File: config.mk
export PLATFORM = sky130hd
export DESIGN_NAME = main_fsm
export DESIGN_NICKNAME = d
export VERILOG_FILES = /design/src/rtl/mips_ctrl_pkg.sv /design/src/rtl/main_fsm.sv
export SDC_FILE = /design/constraint.sdc
export NUM_CORES = 1
export LEC_CHECK = 0
export ABC_CLOCK_PERIOD_IN_PS = 3020
export BUFFER_PORTS_ARGS = -buffer_cell sky130_fd_sc_hd__buf_4
export CAP_MARGIN = 10
export CORE_AREA = 5 5 42 44
export DETAILED_ROUTE_END_ITERATION = 6
export DIE_AREA = 0 0 47 49
export PLACE_DENSITY = 0.69
export SKIP_LAST_GASP = 1
export SLEW_MARGIN = 20
export SYNTH_ARGS = -nofsm -noshare
export SYNTH_HDL_FRONTEND = slang
export SYNTH_SLANG_ARGS = --single-unit
File: constraint.sdc
create_clock -name clk -period 3.02 [get_ports clk]
set_input_delay 0.604 -clock clk [delete_from_list [all_inputs] [get_ports clk]]
set_output_delay 0.604 -clock clk [all_outputs]
set_load 0.02 [all_outputs]
File: src/rtl/mips_ctrl_pkg.sv
// ============================================================================
// Module      : mips_ctrl_pkg
// Description : Shared control constants for the multicycle MIPS controller:
//               main FSM state encoding, opcode values and ALU-decoder codes.
// Revision    : 1.0 - initial release
// ============================================================================
`default_nettype none

package mips_ctrl_pkg;

  // Main FSM state encoding (also exported on the debug state port)
  typedef enum logic [3:0] {
    S_FETCH   = 4'd0,
    S_DECODE  = 4'd1,
    S_MEMADR  = 4'd2,
    S_MEMRD   = 4'd3,
    S_MEMWB   = 4'd4,
    S_MEMWR   = 4'd5,
    S_EXECUTE = 4'd6,
    S_ALUWB   = 4'd7,
    S_BEQEX   = 4'd8,
    S_ADDIEX  = 4'd9,
    S_ADDIWB  = 4'd10,
    S_JEX     = 4'd11,
    S_BNEEX   = 4'd12
  } state_t;

  // Opcode field values (instr[31:26])
  localparam logic [5:0] c_OP_RTYPE = 6'b000000;
  localparam logic [5:0] c_OP_J     = 6'b000010;
  localparam logic [5:0] c_OP_BEQ   = 6'b000100;
  localparam logic [5:0] c_OP_BNE   = 6'b000101;
  localparam logic [5:0] c_OP_ADDI  = 6'b001000;
  localparam logic [5:0] c_OP_LW    = 6'b100011;
  localparam logic [5:0] c_OP_SW    = 6'b101011;

  // aluop codes understood by the ALU decoder
  localparam logic [1:0] c_ALUOP_ADD   = 2'b00;
  localparam logic [1:0] c_ALUOP_SUB   = 2'b01;
  localparam logic [1:0] c_ALUOP_FUNCT = 2'b10;

  // alusrcb mux selects
  localparam logic [1:0] c_SRCB_REG  = 2'b00;
  localparam logic [1:0] c_SRCB_FOUR = 2'b01;
  localparam logic [1:0] c_SRCB_IMM  = 2'b10;
  localparam logic [1:0] c_SRCB_BOFS = 2'b11;

  // pcsrc mux selects
  localparam logic [1:0] c_PCSRC_ALU    = 2'b00;
  localparam logic [1:0] c_PCSRC_ALUOUT = 2'b01;
  localparam logic [1:0] c_PCSRC_JUMP   = 2'b10;

endpackage

`default_nettype wire

File: src/rtl/main_fsm.sv
// ============================================================================
// Module      : main_fsm
// Description : Moore main controller for the 32-bit multicycle MIPS
//               datapath. The state register is the only flop; next-state
//               and datapath controls are decoded combinationally from it.
//               Optional feature macro: MAIN_FSM_BNE_EN (adds bne / BNEEX).
// Revision    : 1.0 - initial release
// ============================================================================
`default_nettype none

module main_fsm
  import mips_ctrl_pkg::*;
(
  input  logic       clk,
  input  logic       reset,
  input  logic [5:0] op,
  input  logic       zero,
  output logic       pcen,
  output logic       irwrite,
  output logic       memwrite,
  output logic       iord,
  output logic       regwrite,
  output logic       regdst,
  output logic       memtoreg,
  output logic       alusrca,
  output logic       branch,
  output logic [1:0] alusrcb,
  output logic [1:0] pcsrc,
  output logic [1:0] aluop,
  output logic [3:0] state
);

  state_t r_state;
  state_t w_next_state;
  logic   w_pcwrite;
`ifdef MAIN_FSM_BNE_EN
  logic   w_bne;
`endif

  // State register: asynchronous active-low reset forces FETCH at once
  always_ff @(posedge clk or negedge reset) begin
    if (!reset) begin
      r_state <= S_FETCH;
    end else begin
      r_state <= w_next_state;
    end
  end

  // Next-state decode; op is only consulted in DECODE and MEMADR
  always_comb begin
    w_next_state = S_FETCH;
    case (r_state)
      S_FETCH:   w_next_state = S_DECODE;
      S_DECODE: begin
        case (op)
          c_OP_LW,
          c_OP_SW:    w_next_state = S_MEMADR;
          c_OP_RTYPE: w_next_state = S_EXECUTE;
          c_OP_BEQ:   w_next_state = S_BEQEX;
          c_OP_ADDI:  w_next_state = S_ADDIEX;
          c_OP_J:     w_next_state = S_JEX;
`ifdef MAIN_FSM_BNE_EN
          c_OP_BNE:   w_next_state = S_BNEEX;
`endif
          // Unknown opcodes restart fetch without touching regs or memory
          default:    w_next_state = S_FETCH;
        endcase
      end
      S_MEMADR: begin
        // Anything other than lw/sw here can only be a corrupted IR; drop it
        if (op == c_OP_LW) begin
          w_next_state = S_MEMRD;
        end else if (op == c_OP_SW) begin
          w_next_state = S_MEMWR;
        end else begin
          w_next_state = S_FETCH;
        end
      end
      S_MEMRD:   w_next_state = S_MEMWB;
      S_EXECUTE: w_next_state = S_ALUWB;
      S_ADDIEX:  w_next_state = S_ADDIWB;
      default:   w_next_state = S_FETCH;
    endcase
  end

  // Moore output decode: every control is a pure function of the state
  always_comb begin
    w_pcwrite = 1'b0;
    irwrite   = 1'b0;
    memwrite  = 1'b0;
    iord      = 1'b0;
    regwrite  = 1'b0;
    regdst    = 1'b0;
    memtoreg  = 1'b0;
    alusrca   = 1'b0;
    branch    = 1'b0;
    alusrcb   = c_SRCB_REG;
    pcsrc     = c_PCSRC_ALU;
    aluop     = c_ALUOP_ADD;
`ifdef MAIN_FSM_BNE_EN
    w_bne     = 1'b0;
`endif
    case (r_state)
      S_FETCH: begin
        alusrcb   = c_SRCB_FOUR;
        irwrite   = 1'b1;
        w_pcwrite = 1'b1;
      end
      S_DECODE: alusrcb = c_SRCB_BOFS;
      S_MEMADR: begin
        alusrca = 1'b1;
        alusrcb = c_SRCB_IMM;
      end
      S_MEMRD: iord = 1'b1;
      S_MEMWB: begin
        memtoreg = 1'b1;
        regwrite = 1'b1;
      end
      S_MEMWR: begin
        iord     = 1'b1;
        memwrite = 1'b1;
      end
      S_EXECUTE: begin
        alusrca = 1'b1;
        aluop   = c_ALUOP_FUNCT;
      end
      S_ALUWB: begin
        regdst   = 1'b1;
        regwrite = 1'b1;
      end
      S_BEQEX: begin
        alusrca = 1'b1;
        aluop   = c_ALUOP_SUB;
        pcsrc   = c_PCSRC_ALUOUT;
        branch  = 1'b1;
      end
      S_ADDIEX: begin
        alusrca = 1'b1;
        alusrcb = c_SRCB_IMM;
      end
      S_ADDIWB: regwrite = 1'b1;
      S_JEX: begin
        pcsrc     = c_PCSRC_JUMP;
        w_pcwrite = 1'b1;
      end
`ifdef MAIN_FSM_BNE_EN
      S_BNEEX: begin
        alusrca = 1'b1;
        aluop   = c_ALUOP_SUB;
        pcsrc   = c_PCSRC_ALUOUT;
        w_bne   = 1'b1;
      end
`endif
      default: ;
    endcase
  end

  // PC enable is the only output that also looks at the ALU zero flag
`ifdef MAIN_FSM_BNE_EN
  assign pcen = w_pcwrite | (branch & zero) | (w_bne & ~zero);
`else
  assign pcen = w_pcwrite | (branch & zero);
`endif

  assign state = r_state;

endmodule

`default_nettype wire

# --- After elaboration in Yosys (flattened, before gate mapping) ---
# Cells that the tools add are included.
# Widths: inputs -> output; s select.
word_totals:
  regBits: 4
  input_bits: 9
  output_inout_bits: 19
  word_cells: 43
classes:
  eq_ne: 16
  mux: 16
  n_bitwise: 2
  reduce_logical: 8
ops:
  columns: ["operator", "count"]
  rows:
  - ["$pmux 4 s6", 1]
  - ["$pmux 4 s5", 1]
  - ["$eq 4x3->1 const B", 4]
  - ["$eq 4x4->1 const B", 4]
  - ["$eq 6x6->1 const B", 2]
  - ["$mux 1", 9]
  - ["$eq 4x2->1 const B", 2]
  - ["$pmux 2 s2", 2]
  - ["$reduce_or 2->1", 4]
  - ["$eq 6x2->1 const B", 1]
  - ["$eq 6x3->1 const B", 1]
  - ["$eq 6x4->1 const B", 1]
  - ["$logic_not 6->1", 1]
  - ["$mux 3", 2]
  - ["$pmux 2 s3", 1]
  - ["$eq 4x1->1 const B", 1]
  - ["$logic_not 4->1", 1]
  - ["$reduce_or 4->1", 1]
  - ["$reduce_or 3->1", 1]
  - ["$and 1x1->1", 1]
  - ["$or 1x1->1", 1]

# --- Logic depth before layout (Yosys ltp) ---
logic_depth:
  ltp_word: 4
  depth_mapped: 5
  depth_no_buf: 4

# --- Worst setup path after synthesis ---
# No wires, ideal clock.
synth_timing:
  kind: "register to output"
  start: "reg r_state[2] (netlist: state[2])"
  end: "out pcsrc[0]"
  arrival_ps: 1593
  required_ps: 2416
  slack_ps: 823
  stages_incl_launch_ff: 5
  path_buffers: 2
  cell_sequence: "dfrtp_1 > buf_6 > nand2b_1 > nor3_1 > buf_4"
synth_via:
  elab_chain_len: 2
  word_cells_on_any_way: 3
  classes_between: "eq/ne (2); mux (1)"
synth_lines:
  columns: ["element", "line", "source"]
  rows:
  - ["from (decl)", "main_fsm.sv:33", "state_t r_state;"]
  - ["from (signal assigned)", "main_fsm.sv:45", "r_state <= w_next_state;"]
  - ["$eq 4x4->1", "main_fsm.sv:103", "case (r_state)"]
  - ["$pmux 2 s2 (*)", "main_fsm.sv:103", null]
  - ["to (decl)", "main_fsm.sv:28", "output logic [1:0] pcsrc,"]
# Every way passes the cells marked *; elsewhere a longest branch is shown, timed or not.

# --- Final worst setup path ---
layout_timing:
  start: "reg r_state[2] (netlist: state[2])"
  end: "out regwrite"
layout_via:
  elab_chain_len: 3
  word_cells_on_any_way: 5
  classes_between: "eq/ne (3); mux (1); reduce/logical (1)"
layout_lines:
  columns: ["element", "line", "source"]
  rows:
  - ["$eq 4x3->1 / $eq 4x4->1 (equally long branches)", "main_fsm.sv:103", null]
  - ["$reduce_or 3->1 (no source line) (*)", null, null]
  - ["$mux 1 (*)", "main_fsm.sv:103", null]
  - ["to (decl)", "main_fsm.sv:22", "output logic regwrite,"]
# Marks and branches as above.

==> impl_metrics.env <==
export IMPL_status="complete, no violations"
export IMPL_die_h_um=49
export IMPL_p_sw_share_pct=47.32
export IMPL_worstPathArrival_ps=1470
export IMPL_drv_slew=0
export IMPL_io_pins=28
export IMPL_core_area_mm2=0.001401
export IMPL_synthCells=57
export IMPL_drc=0
export IMPL_path_max_fanout=10
export IMPL_viasPerCell=5.102
export IMPL_via_count=500
export IMPL_overflow=0
export IMPL_start_util_pct=31.16
export IMPL_largest_reg_flops=4
export IMPL_routed_wl_mm=1.198
export IMPL_p_per_area_mw_per_mm2=670.6
export IMPL_synth_top_cell_area_share_pct=22.92
export IMPL_postCtsHoldBufs=0
export IMPL_drt_first_pass_iters=2
export IMPL_p_int_mw=0.2303
export IMPL_critPathCaptureType="primary output"
export IMPL_hold_viol=0
export IMPL_h_tree_depth=1
export IMPL_required_ps=2420
export IMPL_skew_ps=4.150
export IMPL_ys_ff_latch=4
export IMPL_cts_buffers=3
export IMPL_cts_sinks=4
export IMPL_netlist_area_um2=436.7
export IMPL_p_switching_mw=0.2068
export IMPL_clkPwrFrac_pct=15.7
export IMPL_fillers=148
export IMPL_cts_buffer_depth=2
export IMPL_tightest_slew_ps=468.6
export IMPL_finalCritPeriodShare_pct=68.82
export IMPL_grt_max_degree=17
export IMPL_yosys_top_cells_area="dfrtp_1 23%, nor2_1 7.7%, nor3_1 6.9%, o21ai_0 4.6%, nand2b_1 4.3%"
export IMPL_postLayoutSetupSlackWorst_ps=941.5
export IMPL_synth_most_common_cell="nor2_1"
export IMPL_path_clk_slew_ps=40
export IMPL_ys_warn_count=0
export IMPL_synth_edf_count=0
export IMPL_avgSynthCellArea_um2=7.661
export IMPL_synth_nets=66
export IMPL_fmax_mhz=481.1
export IMPL_synthFlopType="dfrtp_1"
export IMPL_grt_usage_pct=10.59
export IMPL_grt_pass1_vias=410
export IMPL_dp_hpwl_um=942.1
export IMPL_postCtsResizedCells=0
export IMPL_seq_power_share_pct=24.3
export IMPL_fp_dieW_um=47
export IMPL_synth_common_cells="9 x nor2_1, 6 x nor3_1, 4 x dfrtp_1, 4 x o21ai_0, 3 x nand2b_1"
export IMPL_place_ws_ps=1175
export IMPL_drt_iter0_markers=8
export IMPL_fin_nets=93
export IMPL_yosys_area_top_type="dfrtp_1"
export IMPL_gp_congestion=0.7552
export IMPL_antenna_found_initial=0
export IMPL_cts_setup_buffers=0
export IMPL_ir_drop_mv=0.2805
export IMPL_area_growth_pct=49.28
export IMPL_clock_latency_ps=240
export IMPL_rr_worst_depth=4
export IMPL_wl_per_cell_um=12.22
export IMPL_yosysUniqueCellTypes=28
export IMPL_setup_viol=0
export IMPL_dieArea_mm2=0.002303
export IMPL_hold_class="in2async"
export IMPL_slew_limit_headroom_pct=68.76
export IMPL_antenna_left=0
export IMPL_cts_tree="built"
export IMPL_tns_ps=0
export IMPL_portBuffers=27
export IMPL_start_kind="flip-flop"
export IMPL_ys_async_sr_fraction_pct=100.0
export IMPL_drive_gt1_share_pct=42.68
export IMPL_antenna_cells=0
export IMPL_fin_crit_ps=2078
export IMPL_rsz0062_at_grt="no"
export IMPL_combPwrFrac_pct=60.0
export IMPL_grt_pass1_wl_mm=1.794
export IMPL_ys_seq_area_share_pct=22.92
export IMPL_cts_root_buf="clkbuf_4"
export IMPL_drv_cap=0
export IMPL_leakagePower_nw=0.3012
export IMPL_critPathKind="reg2out"
export IMPL_rows=14
[power by group through the flow]
stage	clock [mW]	sequential, mW	combinational (mW)
floorplan	0	0.0942	0.172
global placement	0	0.106	0.262
detailed placement	0	0.107	0.265
CTS	0.0733	0.106	0.266
global route	0.0756	0.111	0.283
finish	0.0687	0.106	0.262
[through the flow]
step | instance area [um2] | power (mW) | util [%] | hold slack, ps | cells
after CTS | 651.9 | 0.4452 | 46.52 | 138.6 | 98
after global placement | 629.4 | 0.3682 | 44.91 | 400.1 | 95
after floorplan | 436.7 | 0.2664 | - | 308.4 | 57
after global routing | 651.9 | 0.4699 | 46.52 | 140.5 | 98
after detailed placement | 629.4 | 0.3720 | 44.91 | 402.3 | 95
final | 651.9 | 0.4372 | 46.52 | 148.3 | 98
[cell families (layout without fill, tap and decap cells)]
group / after synthesis / in the layout / synth area share [%]
flops: 4 / 4 / 22.92
mux: 1 / 1 / 2.292
xor+xnor: 3 / 3 / 6.018
buf+inv: 5 / 30 / 6.877
compound gates: 11 / 11 / 16.05
simple gates: 33 / 33 / 45.84
[layout make-up]
class | count | area, um2 | area share, %
Clock buffer | 3 | 22.52 | 3.455
Sequential cell | 4 | 100.1 | 15.36
Tap cell | 16 | 20.02 | 3.071
Timing Repair Buffer | 27 | 202.7 | 31.09
Multi-Input combinational cell | 48 | 306.5 | 47.02
[placed cells by master (no fill, tap or decap), drive strengths merged, types with 2 or more instances in the layout]
cell	count
clkbuf	3
nand2b	3
buf	27
or3	2
o32ai	2
a31oi	2
xnor2	2
nor3	6
o21ai	4
dfrtp	4
nand2	2
nor3b	2
nor2	9
nor2b	2
[routing by layer]
metal	vias to the layer above	routed length, um	GRT usage (%)
met5	-	0	0
li1	259	-	-
met2	25	499	15.16
met1	214	500	13.05
met3	2	178	4.428
met4	0	19	5.530
[worst max-delay path: stages (launching register included)]
cell and delay (ps):
dfrtp_1 510, nand2b_1 280, mux2i_1 100, a21o_1 190, buf_4 150
[path summary, 6_finish.rpt]
kind                               start  endpoint  slack [ps]
worst max-delay path            state[2]  regwrite         940
worst min-delay path               reset  state[1]         150
worst max register to register  state[1]  state[0]        1280
worst min register to register  state[2]  state[1]         710
max in group asynchronous          reset  state[0]        2770
min in group clk                   op[4]  state[3]         590
No activity file was read; power rests on OpenSTA's default activity.
